<file path="config.mk">
export PLATFORM = sky130hd
export DESIGN_NAME = fp_adder_arbiter
export DESIGN_NICKNAME = d
export VERILOG_FILES = /design/src/rtl/fp_adder_arbiter_pkg.sv /design/src/rtl/rr_arbiter.sv /design/src/rtl/fp_adder_arbiter.sv
export SDC_FILE = /design/constraint.sdc
export NUM_CORES = 1
export LEC_CHECK = 0
export ABC_AREA = 1
export CORE_AREA = 4 4 155 157
export DETAILED_ROUTE_END_ITERATION = 10
export DIE_AREA = 0 0 159 161
export GPL_TIMING_DRIVEN = 1
export PLACE_DENSITY = 0.74
export REMOVE_ABC_BUFFERS = 1
export SETUP_SLACK_MARGIN = 0.3
export SLEW_MARGIN = 20
export SYNTH_ARGS = -nofsm -noshare
export SYNTH_HDL_FRONTEND = slang
export SYNTH_SLANG_ARGS = --single-unit
</file>
<file path="constraint.sdc">
create_clock -name clk -period 2.38 [get_ports clk]
set_input_delay 0.357 -clock clk [delete_from_list [all_inputs] [get_ports clk]]
set_output_delay 0.357 -clock clk [all_outputs]
set_load 0.05 [all_outputs]
</file>
<file path="src/rtl/fp_adder_arbiter_pkg.sv">
// ---------------------------------------------------------------------------
// fp_adder_arbiter_pkg
//   Shared types for the floating-point adder arbiter: the 32-bit float word,
//   the width of the adder flag bundle, and the flag bundle itself.
//   No ports (package).
// ---------------------------------------------------------------------------
package fp_adder_arbiter_pkg;

    // IEEE-754 single precision word, treated as opaque bits by the arbiter.
    typedef logic [31:0] float;

    localparam int FPARB_FLAGS_W = 3;

    // Field order gives the packed layout {zero, inf, nan}, MSB first.
    typedef struct packed {
        logic zero;
        logic inf;
        logic nan;
    } fparb_flags_t;

endpackage : fp_adder_arbiter_pkg

</file>
<file path="src/rtl/rr_arbiter.sv">
// ---------------------------------------------------------------------------
// rr_arbiter
//   Combinational round-robin pick. The winner is the first asserted bit of
//   valid_i at or after ptr_i, wrapping modulo NUM_REQ.
//   Ports:
//     valid_i  [NUM_REQ-1:0]  request vector
//     ptr_i    [IDX_W-1:0]    highest-priority index (must be < NUM_REQ)
//     grant_o  [NUM_REQ-1:0]  one-hot winner, zero when nothing is valid
//     idx_o    [IDX_W-1:0]    encoded winner, zero when nothing is valid
//     any_o                   at least one request is valid
// ---------------------------------------------------------------------------
module rr_arbiter #(
    parameter int NUM_REQ = 4,
    parameter int IDX_W   = $clog2(NUM_REQ)
) (
    input  logic [NUM_REQ-1:0] valid_i,
    input  logic [IDX_W-1:0]   ptr_i,
    output logic [NUM_REQ-1:0] grant_o,
    output logic [IDX_W-1:0]   idx_o,
    output logic               any_o
);

    logic [IDX_W:0]   sum;
    logic [IDX_W-1:0] cand;

    // NOTE: every variable assigned in this block gets a default first, so no
    // path through the loop can leave it unassigned and infer a latch.
    always_comb begin
        grant_o = '0;
        idx_o   = '0;
        any_o   = 1'b0;
        sum     = '0;
        cand    = '0;
        for (int i = 0; i < NUM_REQ; i++) begin
            // One extra bit so ptr + offset cannot overflow before the wrap.
            sum = {1'b0, ptr_i} + (IDX_W + 1)'(i);
            if (sum >= (IDX_W + 1)'(NUM_REQ)) begin
                sum = sum - (IDX_W + 1)'(NUM_REQ);
            end
            cand = sum[IDX_W-1:0];
            if (!any_o && valid_i[cand]) begin
                any_o         = 1'b1;
                idx_o         = cand;
                grant_o[cand] = 1'b1;
            end
        end
    end

endmodule : rr_arbiter

</file>
<file path="src/rtl/fp_adder_arbiter.sv">
// ---------------------------------------------------------------------------
// fp_adder_arbiter
//   Shares one floating-point adder among NUM_REQ requesters. A round-robin
//   winner is granted in IDLE, its operands are held stable on the adder
//   while Go is pulsed, and the result plus flags are returned to the owner.
//   Only one operation is in flight at a time.
//
//   Optional build macro FPARB_TIMEOUT_EN: aborts WAIT after TIMEOUT_CYCLES
//   cycles without Ready and returns a zero result with resp_timeout_o=1.
//   Without it WAIT is unbounded and resp_timeout_o is tied low.
//
//   Ports:
//     clk, rst_n                  clock, asynchronous active-low reset
//     req_valid_i  [NUM_REQ]      per-requester request, held until granted
//     req_a_i/req_b_i [NUM_REQ][32] per-requester operands
//     req_grant_o  [NUM_REQ]      one-hot pulse, operands captured this cycle
//     resp_valid_o [NUM_REQ]      one-hot pulse, response for that requester
//     resp_result_o[32]           result, held between responses
//     resp_flags_o [3]            {zero, inf, nan}, held between responses
//     resp_timeout_o              abort indicator, held between responses
//     add_a_o/add_b_o [32]        adder operands
//     add_go_o                    adder start pulse
//     add_result_i, add_ready_i, add_zero_i, add_inf_i, add_nan_i  adder outputs
// ---------------------------------------------------------------------------
module fp_adder_arbiter
    import fp_adder_arbiter_pkg::*;
#(
    parameter int NUM_REQ        = 4,
    parameter int TIMEOUT_CYCLES = 64
) (
    input  logic                          clk,
    input  logic                          rst_n,
    input  logic [NUM_REQ-1:0]            req_valid_i,
    input  logic [NUM_REQ-1:0][31:0]      req_a_i,
    input  logic [NUM_REQ-1:0][31:0]      req_b_i,
    output logic [NUM_REQ-1:0]            req_grant_o,
    output logic [NUM_REQ-1:0]            resp_valid_o,
    output logic [31:0]                   resp_result_o,
    output logic [FPARB_FLAGS_W-1:0]      resp_flags_o,
    output logic                          resp_timeout_o,
    output logic [31:0]                   add_a_o,
    output logic [31:0]                   add_b_o,
    output logic                          add_go_o,
    input  logic [31:0]                   add_result_i,
    input  logic                          add_ready_i,
    input  logic                          add_zero_i,
    input  logic                          add_inf_i,
    input  logic                          add_nan_i
);

    localparam int IDX_W = $clog2(NUM_REQ);

    localparam logic [2:0] S_IDLE  = 3'd0;
    localparam logic [2:0] S_ISSUE = 3'd1;
    localparam logic [2:0] S_HOLD  = 3'd2;
    localparam logic [2:0] S_WAIT  = 3'd3;
    localparam logic [2:0] S_RESP  = 3'd4;

    logic [2:0]       state_q, state_d;
    logic [IDX_W-1:0] ptr_q, ptr_d;
    logic [IDX_W-1:0] owner_q, owner_d;
    float             op_a_q, op_a_d;
    float             op_b_q, op_b_d;
    float             res_q, res_d;
    fparb_flags_t     flags_q, flags_d;

`ifdef FPARB_TIMEOUT_EN
    localparam int CNT_W = $clog2(TIMEOUT_CYCLES + 1);
    logic [CNT_W-1:0] cnt_q, cnt_d;
    logic             tmo_q, tmo_d;
`else
    // Parameter kept in the interface so both builds share one instantiation.
    logic unused_timeout_cfg;
    assign unused_timeout_cfg = (TIMEOUT_CYCLES > 0);
`endif

    logic [NUM_REQ-1:0] arb_grant;
    logic [IDX_W-1:0]   arb_idx;
    logic               arb_any;

    rr_arbiter #(
        .NUM_REQ (NUM_REQ),
        .IDX_W   (IDX_W)
    ) u_rr_arbiter (
        .valid_i (req_valid_i),
        .ptr_i   (ptr_q),
        .grant_o (arb_grant),
        .idx_o   (arb_idx),
        .any_o   (arb_any)
    );

    // Next-state logic.
    always_comb begin
        state_d = state_q;
        ptr_d   = ptr_q;
        owner_d = owner_q;
        op_a_d  = op_a_q;
        op_b_d  = op_b_q;
        res_d   = res_q;
        flags_d = flags_q;
`ifdef FPARB_TIMEOUT_EN
        cnt_d   = cnt_q;
        tmo_d   = tmo_q;
`endif
        case (state_q)
            S_IDLE: begin
                if (arb_any) begin
                    op_a_d  = req_a_i[arb_idx];
                    op_b_d  = req_b_i[arb_idx];
                    owner_d = arb_idx;
                    ptr_d   = (arb_idx == IDX_W'(NUM_REQ - 1)) ? '0 : arb_idx + IDX_W'(1);
                    state_d = S_ISSUE;
                end
            end
            S_ISSUE: state_d = S_HOLD;
            S_HOLD: begin
                // Ready seen here may belong to the previous op; it is ignored.
                state_d = S_WAIT;
`ifdef FPARB_TIMEOUT_EN
                cnt_d   = '0;
`endif
            end
            S_WAIT: begin
                if (add_ready_i) begin
                    res_d   = add_result_i;
                    flags_d = '{zero: add_zero_i, inf: add_inf_i, nan: add_nan_i};
                    state_d = S_RESP;
`ifdef FPARB_TIMEOUT_EN
                    tmo_d   = 1'b0;
                end else if (cnt_q == CNT_W'(TIMEOUT_CYCLES - 1)) begin
                    // Ready has priority: this branch is only reached without it.
                    res_d   = '0;
                    flags_d = '0;
                    tmo_d   = 1'b1;
                    state_d = S_RESP;
                end else begin
                    cnt_d   = cnt_q + CNT_W'(1);
`endif
                end
            end
            S_RESP:  state_d = S_IDLE;
            default: state_d = S_IDLE;
        endcase
    end

    // NOTE: sequential state uses non-blocking assignments so every register
    // samples pre-edge values regardless of block evaluation order.
    always_ff @(posedge clk or negedge rst_n) begin
        if (!rst_n) begin
            state_q <= S_IDLE;
            ptr_q   <= '0;
            owner_q <= '0;
            op_a_q  <= '0;
            op_b_q  <= '0;
            res_q   <= '0;
            flags_q <= '0;
`ifdef FPARB_TIMEOUT_EN
            cnt_q   <= '0;
            tmo_q   <= 1'b0;
`endif
        end else begin
            state_q <= state_d;
            ptr_q   <= ptr_d;
            owner_q <= owner_d;
            op_a_q  <= op_a_d;
            op_b_q  <= op_b_d;
            res_q   <= res_d;
            flags_q <= flags_d;
`ifdef FPARB_TIMEOUT_EN
            cnt_q   <= cnt_d;
            tmo_q   <= tmo_d;
`endif
        end
    end

    logic operands_live;
    assign operands_live = (state_q == S_ISSUE) || (state_q == S_HOLD) || (state_q == S_WAIT);

    // Grant is combinational from IDLE; gating with rst_n keeps it low while
    // reset is held even if requests are pending.
    assign req_grant_o   = (rst_n && state_q == S_IDLE) ? arb_grant : '0;
    assign add_go_o      = (state_q == S_ISSUE);
    assign add_a_o       = operands_live ? op_a_q : '0;
    assign add_b_o       = operands_live ? op_b_q : '0;
    assign resp_valid_o  = (state_q == S_RESP) ? (NUM_REQ'(1) << owner_q) : '0;
    assign resp_result_o = res_q;
    assign resp_flags_o  = flags_q;
`ifdef FPARB_TIMEOUT_EN
    assign resp_timeout_o = tmo_q;
`else
    assign resp_timeout_o = 1'b0;
`endif

endmodule : fp_adder_arbiter

</file>
; After elaboration in Yosys (flattened, before gate mapping)
; Index checks and enable logic that the tools add are counted.
[totals]
latch_bits = 0
output_inout_bits = 109
reg_bits = 106
memories = 0
elab_cells = 102
ramBits = 0
inputBits = 298
rom_bits = 0
[op_classes]
magnitude_cmp = 13
n_div = 0
mul = 0
addsub = 8
n_eq_ne = 7
reduce_logical = 17
shifts = 1
n_bitwise = 3
n_mux = 44
[ops]
columns = operator, n
row1 = $bmux W32 S2, 2
row2 = $mux W32, 4
row3 = $mux W4, 6
row4 = $mux W2, 9
row5 = $lt A2 B3 Y1 const B, 5
row6 = $mux W1, 12
row7 = $or A4 B4 Y4, 3
row8 = $pmux W3 S4, 1
row9 = $ge A3 B3 Y1 const B, 3
row10 = $bmux W1 S2, 4
row11 = $demux W1 S2, 4
row12 = $ge A2 B1 Y1 const B, 4
row13 = $logic_and A1 B1 Y1, 8
row14 = $sub A2 B1 Y2 const B, 4
row15 = $add A2 B2 Y3 const B, 2
row16 = $eq A3 B2 Y1 const B, 2
row17 = $mux W3, 2
row18 = $reduce_and A2 Y1, 3
row19 = $ne A2 B2 Y1 const B, 2
row20 = $shl A1 B2 Y4 const A, 1
row21 = $add A2 B1 Y3 const B, 1
row22 = $eq A3 B1 Y1 const B, 1
row23 = $eq A3 B3 Y1 const B, 1
row24 = $ge A2 B3 Y1 const B, 1
row25 = 5 further kinds, 8

; Longest topological paths before layout
; Gate-level depths: netlist of the first run.
[logic_depth]
word_depth = 16
mapped_depth = 15
mapped_depth_nobuf = 14

; Cells and area by module
; A second synthesis of the first run with hierarchy kept.
[hier_totals]
hier_cells = 1431
area_unflattened_um2 = 8155.3
[by_module_without_submodules]
columns = mod, n_inst, area_each_um2, cells_each, seq_area_each_um2
row1 = fp_adder_arbiter, 1, 7714.9, 1357, 2652.5
row2 = rr_arbiter, 1, 440.4, 74, 0.0

; Worst setup path after synthesis of the first run
; OpenSTA, ideal clock, no wires.
[synth_path]
path_kind = register to output
startpoint = register state_q[2]
endpoint = output add_a_o[10]
arrival_ns = 2.823
required_ns = 2.023
path_buffers = 1
setup_slack_ns = -0.800
stages_incl_launch_ff = 6
cell_sequence = dfrtp_1 nor3_1 or2_2 nor2_1 clkbuf_1 nor2_1
[synth_via]
elab_chain_cells = 4
elab_cells_between_ends = 6
classes_between = eq/ne: 3 / mux: 1 / reduce/logical: 2
[synth_rtl]
columns = item, line_no
row1 = start: declaration, fp_adder_arbiter.sv:59  ; logic [2:0] state_q, state_d;
row2 = start signal: assignment, fp_adder_arbiter.sv:162  ; state_q <= state_d;
row3 = $eq A3 B1 Y1, -
row4 = net add_go_o, fp_adder_arbiter.sv:43  ; output logic add_go_o,
row5 = $logic_or A1 B1 Y1 (2 in series), fp_adder_arbiter.sv:177  ; assign operands_live = (state_q == S_ISSUE) || (state_q == S_HOLD) || (state_q == S_WAIT);
row6 = $mux W32, fp_adder_arbiter.sv:183  ; assign add_a_o = operands_live ? op_a_q : '0;
row7 = end: declaration, fp_adder_arbiter.sv:41  ; output logic [31:0] add_a_o,
; The timed path passes the listed nets, and every way through them passes these cells.

; Worst setup path in the final report of the first run
[layout_path]
startpoint = register ptr_q[0]
endpoint = output req_grant_o[2]
[layout_via]
elab_chain_cells = 15
elab_cells_between_ends = 60
classes_between = add/sub: 7 / order compare: 12 / mux: 28 / bitwise: 3 / reduce/logical: 10
[layout_rtl]
columns = item, line_no
row1 = start: declaration, fp_adder_arbiter.sv:60  ; logic [IDX_W-1:0] ptr_q, ptr_d;
row2 = start signal: assignment, fp_adder_arbiter.sv:163  ; ptr_q <= ptr_d;
row3 = "parallel branches: the longest is 13 deep, another holds $add A2 B1 Y3", -
row4 = $mux W4 (*), rr_arbiter.sv:41  ; if (!any_o && valid_i[cand]) begin
row5 = $mux W4 (*), fp_adder_arbiter.sv:181  ; assign req_grant_o = (rst_n && state_q == S_IDLE) ? arb_grant : '0;
row6 = end: declaration, fp_adder_arbiter.sv:36  ; output logic [NUM_REQ-1:0] req_grant_o,
; Every way passes the cells marked *. The select of a mux whose other input is x is not followed.

==> results.yml, run 1 <==
run:
  maxCapViolations: 0
status:
  outcome: "finished with violations"
  violations: "setup timing"
worst_setup_path:
  crit_required_ns: 2.02
  crit_fanout: 10
  start_kind: "flop"
  crit_chain: "buf_6, nand2_2, nand3_4, nand2_4, inv_2, buf_4, nand2_2, o21ai_0, a31oi_1, o21ai_2, nand2_1, inv_2, buf_12"
  cp-end-kind: "output port"
  slowest_stage: "dfrtp_1"
  worstSetupPathType: "flop to output port"
  arrival_ns: 2.16
  crit_buf_inv: 5
  max_stage_delay_ns: 0.41
  cpLargestDelayFamily: "buffers and inverters"
detailed_routing:
  postRouteAntennaNets: 0
  dr_wl_met2_mm: 17.3
  highest_layer: "met4"
  routed_wl_mm: 34.2
  vias: 9819
  dr.first_iter.drc_count: 703
  drc: 0
  wl_per_cell_um: 16.9
  wl_met1_mm: 13.3
  wl_met3_mm: 2.66
  first_pass_iters: 7
  avgViaCountPerCell: 4.85
sta:
  tightest_slew_ns: 0.649
  max_clock_freq_ghz: 0.397
  min_period_ns: 2.52
  setup_viol_count_final: 64
  finalMaxSlewViolations: 0
  hold_viol: 0
  post-route-period-util_pct: 106
  rsz0062_at_grt: "yes"
  final.setup.worst_slack_ns: -0.139
  finClkSkew_ns: 0.0131
  slew_headroom_pct: 56.7
  finalSetupTns_ns: -1.91
  hold-worst-slack_ns: 0.0369
clocking:
  clock_path_buffers: 2
  root_buffer: "clkbuf_16"
  h-tree-depth: 3
  cts_buffers: 9
  cts_tree: "built"
  clock_sinks: 106
  holdBufCountCts: 0
  clock_latency_ns: 0.36
  clk_pin_slew_ns: 0.09
placement:
  port_buffers: 405
  pre_cts_slack_ns: -0.265
  gp_congestion: 0.887
  dp_cells: 1944
  placed_area_sq_um: 12400
  dp_hpwl_mm: 22.7
floorplanning:
  die_area_sq_um: 25600
  start_util_pct: 34.8
  num_rows: 55
  die_h_um: 161
  io_pins: 407
  die_w_um: 159
  core_area_sq_um: 22500
power:
  ir_drop_mv: 0.894
  power.density_nw_per_um2: 1890
  power.total_mw: 28.0
  leakage_nw: 7.50
layout:
  syn_to_final_growth_pct: 89.3
  stdcell_count: 2025
  final_layout_size_suffix_gt1_share_pct: 21.5
  final_core_util_pct: 65.9
  final_area_sq_um: 14800
  final_nets: 2040
  fillers: 1863
global_routing:
  grt_start_max_net_pins: 107
  grt_usage_pct: 24.8
  grt_pass1_wl_mm: 51.1
  overflow: 0
  grt_antenna_before_repair: 1
  grt_pass1_vias: 9623
yosys:
  synth_edf_count: 0
  yosys_most_used_dff: "dfrtp_1"
  async_reset_ff_share_pct: 100
  syn_area_per_cell_sq_um: 6.19
  ys_ff_latch: 106
  ys_warn_count: 0
  ys_seq_area_share_pct: 33.9
  syn-instance-count: 1266
  synth_cell_types: 32
  synth.cell_area_sq_um: 7830
worst_hold_path:
  min_path_type: "primary input to asynchronous set/reset pin"
[flip-flops by register name (all words and copies together), names as in the netlist]
register,count
op_a_q,32
op_b_q,32
resp_result_o,32
resp_flags_o,3
state_q,3
owner_q,2
ptr_q,2
[layout make-up]
type | instances | area, sq um | area share [%]
sequential | 106 | 2660 | 17.9
clock inverter | 7 | 83.8 | 0.565
timing repair buffer | 526 | 6000 | 40.5
clock buffer | 9 | 225 | 1.52
antenna | 1 | 2.50 | 0.0169
tap | 285 | 357 | 2.40
multi-input combinational | 838 | 4550 | 30.7
inverter | 253 | 957 | 6.45
[worst register-to-register path, stage by stage (launching register included)]
cell and delay [ns]:
dfrtp_1 0.41, buf_6 0.16, nand2_1 0.13, nand2_1 0.08
nand2_2 0.10, nand2_4 0.08, nor2_4 0.10, buf_6 0.14
nand3b_4 0.13, buf_4 0.16, buf_6 0.11, nor2_4 0.10
nor2_4 0.08, nor2_8 0.16, buf_6 0.15, clkbuf_16 0.16
nand3_1 0.08, nand3_1 0.07
[synth_stat cells, types with 4 or more instances]
library cell | number | share of area (%)
o21ai_0 | 9 | 0.58
nand2_1 | 442 | 21
clkbuf_1 | 23 | 1.1
nand4_1 | 38 | 3.0
or2_2 | 39 | 3.1
dfrtp_1 | 106 | 34
buf_6 | 6 | 0.86
ha_1 | 8 | 1.3
nand3_1 | 137 | 8.8
nor3_1 | 7 | 0.45
nand3b_1 | 31 | 3.0
inv_1 | 250 | 12
buf_2 | 22 | 1.4
buf_4 | 16 | 1.5
nor2_1 | 102 | 4.9
a31oi_1 | 4 | 0.32
[per-layer routing]
metal | global-route usage [%] | vias to the layer above
met4 | 7.77 | 0
met2 | 43.9 | 440
met1 | 29.9 | 4580
li1 | - | 4739
met5 | 0 | -
met3 | 5.92 | 60
[logic make-up after synthesis]
| group | after synthesis | synth area share, % |
|---|---|---|
| AND/OR/NAND/NOR | 807 | 46.0 |
| other | 1 | 0.0479 |
| adder cells (fa/ha/maj) | 8 | 1.28 |
| AO/OA/AOI/OAI | 22 | 1.65 |
| buffers and inverters | 322 | 17.1 |
| flip-flops | 106 | 33.9 |
[cell usage in the layout (no fill, tap or decap), types with 10 or more instances in the layout]
cell and n:
nand4_1 38, nand3b_1 31, buf_8 56, inv_2 10
or2_2 38, nand2_1 431, clkdlybuf4s50_1 330, inv_1 240
buf_6 30, dfrtp_1 103, clkbuf_16 14, buf_4 65
nor2_4 68, nand3_1 130, buf_16 15, buf_12 24
nor2_1 35
[worst paths after layout]
kind / slack (ns) / start / end / cells past startpoint
worst min register to register: 0.48 / resp_result_o[0] / resp_result_o[0] / 2
max in group asynchronous: 1.79 / rst_n / op_b_q[26] / 2
worst max-delay path: -0.14 / ptr_q[0] / req_grant_o[2] / 13
worst max register to register: -0.07 / ptr_q[0] / op_a_q[30] / 17
min in group clk: 0.48 / resp_result_o[0] / resp_result_o[0] / 2
worst min-delay path: 0.04 / rst_n / resp_result_o[2] / 2
[where the power goes]
part | leakage [nW] | internal [mW] | switching, mW | total [mW]
clock | 0.152 | 0.766 | 0.827 | 1.59
combinational | 6.03 | 10.0 | 13.1 | 23.1
sequential | 1.31 | 2.72 | 0.532 | 3.25
[timing repair]
action                     CTS  global route
buffers inserted            26            20
cloned                      13             5
pin swaps                   24            28
setup endpoints to repair  136           140
gates resized for setup    280            75
Power figures use the tool's default switching activity.
==> run 2, diff against run 1 <==
--- a/config.mk
+++ b/config.mk
@@ -9,8 +9,8 @@
 export CORE_AREA = 4 4 155 157
 export DETAILED_ROUTE_END_ITERATION = 10
 export DIE_AREA = 0 0 159 161
+export DONT_BUFFER_PORTS = 1
 export GPL_TIMING_DRIVEN = 1
-export PLACE_DENSITY = 0.74
 export REMOVE_ABC_BUFFERS = 1
 export SETUP_SLACK_MARGIN = 0.3
 export SLEW_MARGIN = 20
==> run 2 against run 1 <==
Against the previous run:
- wire length down 2.4%
- critical endpoint is now req_grant_o[3]
- flip-flop and latch count unchanged
- global-route usage down 1.6 points
- maximum frequency up 3.0%
- the flow finishes with violations (hold timing, setup timing)
- worst hold slack worse by 0.36 ns
==> results.yml, run 2 (synthesis results as in run 1) <==
layout:
  syn_to_final_growth_pct: 52.1
  fillers: 2110
  final_cell_mix: "nand2_1, inv_1, nand3_1, dfrtp_1, nor2_4"
  seqCellArea_sq_um: 2660
  layout_commonest_cell: "nand2_1"
  final_nets: 1705
  multi_input_area_sq_um: 4710
  final_layout_size_suffix_gt1_share_pct: 27.8
placement:
  dp_hpwl_mm: 19.3
  gp_congestion: 0.886
  port_buffers: 0
floorplanning:
  core_area_sq_um: 22500
  die_h_um: 161
  num_rows: 55
  io_pins: 407
  die_area_sq_um: 25600
  die_w_um: 159
  start_util_pct: 34.8
detailed_routing:
  routed_wl_mm: 33.4
  dr.first_iter.drc_count: 663
  postRouteAntennaNets: 0
  wl_per_cell_um: 19.7
  first_pass_iters: 5
  drc: 0
  vias: 8671
  avgViaCountPerCell: 5.13
worst_setup_path:
  r2r_start: "ptr_q[0]"
  rr_worst_depth: 18
  crit_fanout: 7
  arrival_ns: 2.09
  rr_endpoint: "op_a_q[28]"
  crit_required_ns: 2.02
  cp-end-kind: "output port"
  start_kind: "flop"
  worstSetupPathType: "flop to output port"
  r2r_slack_ns: 0
sta:
  tightest_slew_ns: 0.502
  setup_viol_count_final: 5
  max_clock_freq_ghz: 0.409
  finalMaxSlewViolations: 0
  hold_viol: 106
  finClkSkew_ns: 0.0123
  hold-worst-slack_ns: -0.319
  min_period_ns: 2.45
  slew_headroom_pct: 66.5
  post-route-period-util_pct: 103
  final.setup.worst_slack_ns: -0.0663
  rsz0062_at_grt: "yes"
clocking:
  clock_latency_ns: 0.36
  clock_path_buffers: 2
  h-tree-depth: 3
  root_buffer: "clkbuf_16"
  clk_pin_slew_ns: 0.09
  clock_sinks: 106
  cts_tree: "built"
  cts_buffers: 9
worst_hold_path:
  min_path_type: "primary input to asynchronous set/reset pin"
global_routing:
  grt_pass1_wl_mm: 47.6
  grt_start_max_net_pins: 108
  grt_usage_pct: 23.2
  grt_antenna_before_repair: 1
  grt_pass1_vias: 8583
  overflow: 0
status:
  outcome: "finished with violations"
  violations: "hold timing, setup timing"
run:
  maxCapViolations: 0
run 2: changes by cell type in the layout (fill, tap and decap cells not counted), sizes merged:
cell and delta:
buf -11, clkbuf +4, clkdlybuf4s50 -330, clkinv +2
dlymetal6s2s -1, inv -2, nor2 +3
run 2: cell type report:
cell class / instances / share of cell area, %
multi-input cells: 841 / 39.6
diodes: 1 / 0.0210
repair buffers: 188 / 24.5
flip-flops and latches: 106 / 22.3
inverters: 253 / 8.05
well taps: 285 / 2.99
clock inverters: 7 / 0.662
clock buffers: 9 / 1.89
run 2: worst max-delay path by stage:
stage,cells after the start,to,startpoint
3_3_place_gp,12,op_b_q[17],ptr_q[0]
6_report,13,req_grant_o[3],ptr_q[0]
5_1_grt,13,req_grant_o[3],ptr_q[0]
4_1_cts,12,req_grant_o[3],ptr_q[0]
2_1_floorplan,12,ptr_q[1],ptr_q[0]
3_5_place_dp,12,op_a_q[15],ptr_q[0]
run 2: layer usage:
layer | GRT usage (%) | up-vias | share of wire [%]
met5 | 0 | - | 0
met1 | 29.9 | 4133 | 41
li1 | - | 4068 | -
met4 | 7.02 | 0 | 2.7
met2 | 39.3 | 413 | 49
met3 | 5.13 | 57 | 7.6
run 2: through the flow:
step                      instance area (sq um)  std cells  utilization [%]  TNS [ns]  worst slack, ns
final                                     11900       1690             52.9    -0.151          -0.0663
after global routing                      11900       1690             52.9     -5.85           -0.150
after CTS                                 10700       1662             47.7    -0.149          -0.0332
after detailed placement                   8780       1587             39.0     -3.46           -0.117
after global placement                     8780       1587             39.0     -2.36          -0.0701
after floorplan                            7440       1197                -   -297.44            -3.39
run 2: critical path, cell delays in order, from the launching register on:
cell and delay [ns]:
dfrtp_1 0.40, inv_2 0.10, buf_8 0.14, nand2_4 0.06, nand3_2 0.09, nand2_4 0.08, inv_2 0.11, nand2_2 0.09
o21ai_0 0.21, a31oi_2 0.07, o21ai_2 0.08, nand2_1 0.08, inv_2 0.08, buf_12 0.13
run 2: repair_timing:
item,CTS,global route
cloned,21,11
endpoints found under the setup margin,136,140
pin swaps,39,44
hold endpoints to repair,106,106
setup buffers,38,16
resized for setup,206,200
Power of run 2 is left out: the tool's default activity adds up to more than one toggle a clock period on the data nets, which glitch-free logic cannot reach.
==> run 3, diff against run 2 <==
--- a/config.mk
+++ b/config.mk
@@ -9,8 +9,9 @@
 export CORE_AREA = 4 4 155 157
 export DETAILED_ROUTE_END_ITERATION = 10
 export DIE_AREA = 0 0 159 161
-export DONT_BUFFER_PORTS = 1
 export GPL_TIMING_DRIVEN = 1
+export PLACE_DENSITY = 0.74
+export RECOVER_POWER = 25
 export REMOVE_ABC_BUFFERS = 1
 export SETUP_SLACK_MARGIN = 0.3
 export SLEW_MARGIN = 20
==> run 3 against run 2 <==
Against the previous run:
- the flow finishes with violations (capacitance limit, slew limit, setup timing)
- utilization rose by 13 points
- setup slack got worse by 0.059 ns
- sequential share of layout area decreased by 4.4 points
- first-iteration DRC count grew 5.3%
- non-clock buffer count grew 338
- worst hold slack better by 0.80 ns
- cell area grew 24%
- count of clock-buffer cells in the layout unchanged
- cell count rose by 20%
- critical endpoint is now req_grant_o[2]
- highest routed layer unchanged
==> results.yml, run 3 (synthesis results as in run 1) <==
worst_setup_path:
  r2r_start: "ptr_q[0]"
  rr_worst_depth: 17
  cp-end-kind: "output port"
  r2r_slack_ns: -0.06
  rr_endpoint: "op_a_q[30]"
  start_kind: "flop"
  critPathCapture: "req_grant_o[2]"
  startpoint: "ptr_q[0]"
  arrival_ns: 2.15
  crit_required_ns: 2.02
  worstSetupPathType: "flop to output port"
  crit_fanout: 10
sta:
  finalSetupTns_ns: -1.28
  hold-worst-slack_ns: 0.482
  finalMaxSlewViolations: 107
  setup_viol_count_final: 45
  max_clock_freq_ghz: 0.399
  slew_headroom_pct: -0.969
  finClkSkew_ns: 0.0128
  final.setup.worst_slack_ns: -0.125
  hold_viol: 0
  rsz0062_at_grt: "yes"
  min_period_ns: 2.50
  tightest_slew_ns: 1.51
  post-route-period-util_pct: 105
power:
  p_int_mw: 13.5
  power.density_nw_per_um2: 1890
  p_seq_share_pct: 11.6
  combPwrFrac_pct: 82.7
  switching_share_pct: 51.6
  ir_drop_mv: 0.899
  leakage_nw: 7.49
  clkPwrFrac_pct: 5.7
  power.switching_mw: 14.4
layout:
  seqCellArea_sq_um: 2660
  multi_input_area_sq_um: 4550
  final_layout_size_suffix_gt1_share_pct: 21.5
  final_nets: 2040
  final_cell_mix: "nand2_1, clkdlybuf4s50_1, inv_1, nand3_1, dfrtp_1"
  final_area_sq_um: 14800
  fillers: 1863
  final_core_util_pct: 65.8
  syn_to_final_growth_pct: 89.2
  layout_commonest_cell: "nand2_1"
detailed_routing:
  drc: 0
  vias: 9805
  routed_wl_mm: 34.1
  dr.first_iter.drc_count: 698
  first_pass_iters: 6
  postRouteAntennaNets: 0
  avgViaCountPerCell: 4.84
  wl_per_cell_um: 16.9
clocking:
  cts_tree: "built"
  cts_buffers: 9
  h-tree-depth: 3
  root_buffer: "clkbuf_16"
  clock_latency_ns: 0.36
  clock_path_buffers: 2
  clock_sinks: 106
  clk_pin_slew_ns: 0.09
global_routing:
  grt_antenna_before_repair: 1
  grt_pass1_wl_mm: 51.1
  grt_usage_pct: 24.8
  grt_pass1_vias: 9623
  grt_start_max_net_pins: 107
  overflow: 0
status:
  outcome: "finished with violations"
  violations: "capacitance limit, slew limit, setup timing"
placement:
  placed_area_sq_um: 12400
  gp_congestion: 0.887
  dp_hpwl_mm: 22.7
  port_buffers: 405
worst_hold_path:
  hold_depth: 2
  hold_start: "resp_result_o[0]"
  min_path_type: "flop to flop"
floorplanning:
  core_area_sq_um: 22500
  num_rows: 55
  die_h_um: 161
  die_area_sq_um: 25600
  io_pins: 407
  start_util_pct: 34.8
  die_w_um: 159
run:
  maxCapViolations: 1
run 3: worst max-delay path, stage by stage, from the launching register on:
cell and delay [ns]:
dfrtp_1 0.41, buf_6 0.16, nand2_2 0.10, nand3_4 0.09, nand2_4 0.10, inv_2 0.05
buf_4 0.14, nand2_2 0.08, o21ai_0 0.09, a31oi_1 0.21, o21ai_2 0.08, nand2_1 0.08
inv_2 0.05, buf_12 0.14
run 3: repair_timing:
item | CTS | global route
gates cloned | 13 | 5
resized for setup | 280 | 75
hold buffers | 0 | 0
endpoints found under the setup margin | 136 | 140
buffers inserted | 26 | 20
pin swaps | 24 | 28
run 3: metal layers:
metal,wire [um],GRT usage (%),up-vias
met2,17300,43.9,447
met4,978,7.77,0
met3,2640,5.92,71
met5,0,0,-
li1,-,-,4737
met1,13300,29.9,4550
run 3: cell type report:
class	instances	area share, %
timing repair buffer	526	40.4
multi-input combinational	838	30.7
sequential	106	17.9
inverter	253	6.46
tap	285	2.41
clock buffer	9	1.52
clock inverter	7	0.566
antenna	1	0.0169
run 3: power by group through the flow:
stage / combinational (mW) / clock, mW / sequential (mW)
final: 23.1 / 1.59 / 3.25
after global routing: 24.6 / 1.70 / 3.34
after CTS: 21.6 / 1.63 / 3.22
after detailed placement: 16.5 / 0 / 3.22
after global placement: 16.3 / 0 / 3.20
after floorplan: 7.71 / 0 / 4.08
run 3: metrics by stage:
step	power (mW)	std cells	setup slack, ns
4_1_cts	26.4	1999	-0.0943
3_5_place_dp	19.7	1944	-0.265
2_1_floorplan	11.8	1197	-3.39
3_3_place_gp	19.5	1944	-0.201
5_1_grt	29.6	2025	-0.232
6_report	28.0	2025	-0.125
run 3: how the worst min path moves through the flow:
| stage | endpoint | slack, ns |
|---|---|---|
| after floorplan | op_a_q[0] | 0.06 |
| after global placement | resp_result_o[26] | 0.46 |
| after detailed placement | resp_result_o[26] | 0.46 |
| after CTS | resp_result_o[19] | 0.11 |
| after global routing | op_b_q[15] | 0.50 |
| final | resp_result_o[0] | 0.48 |
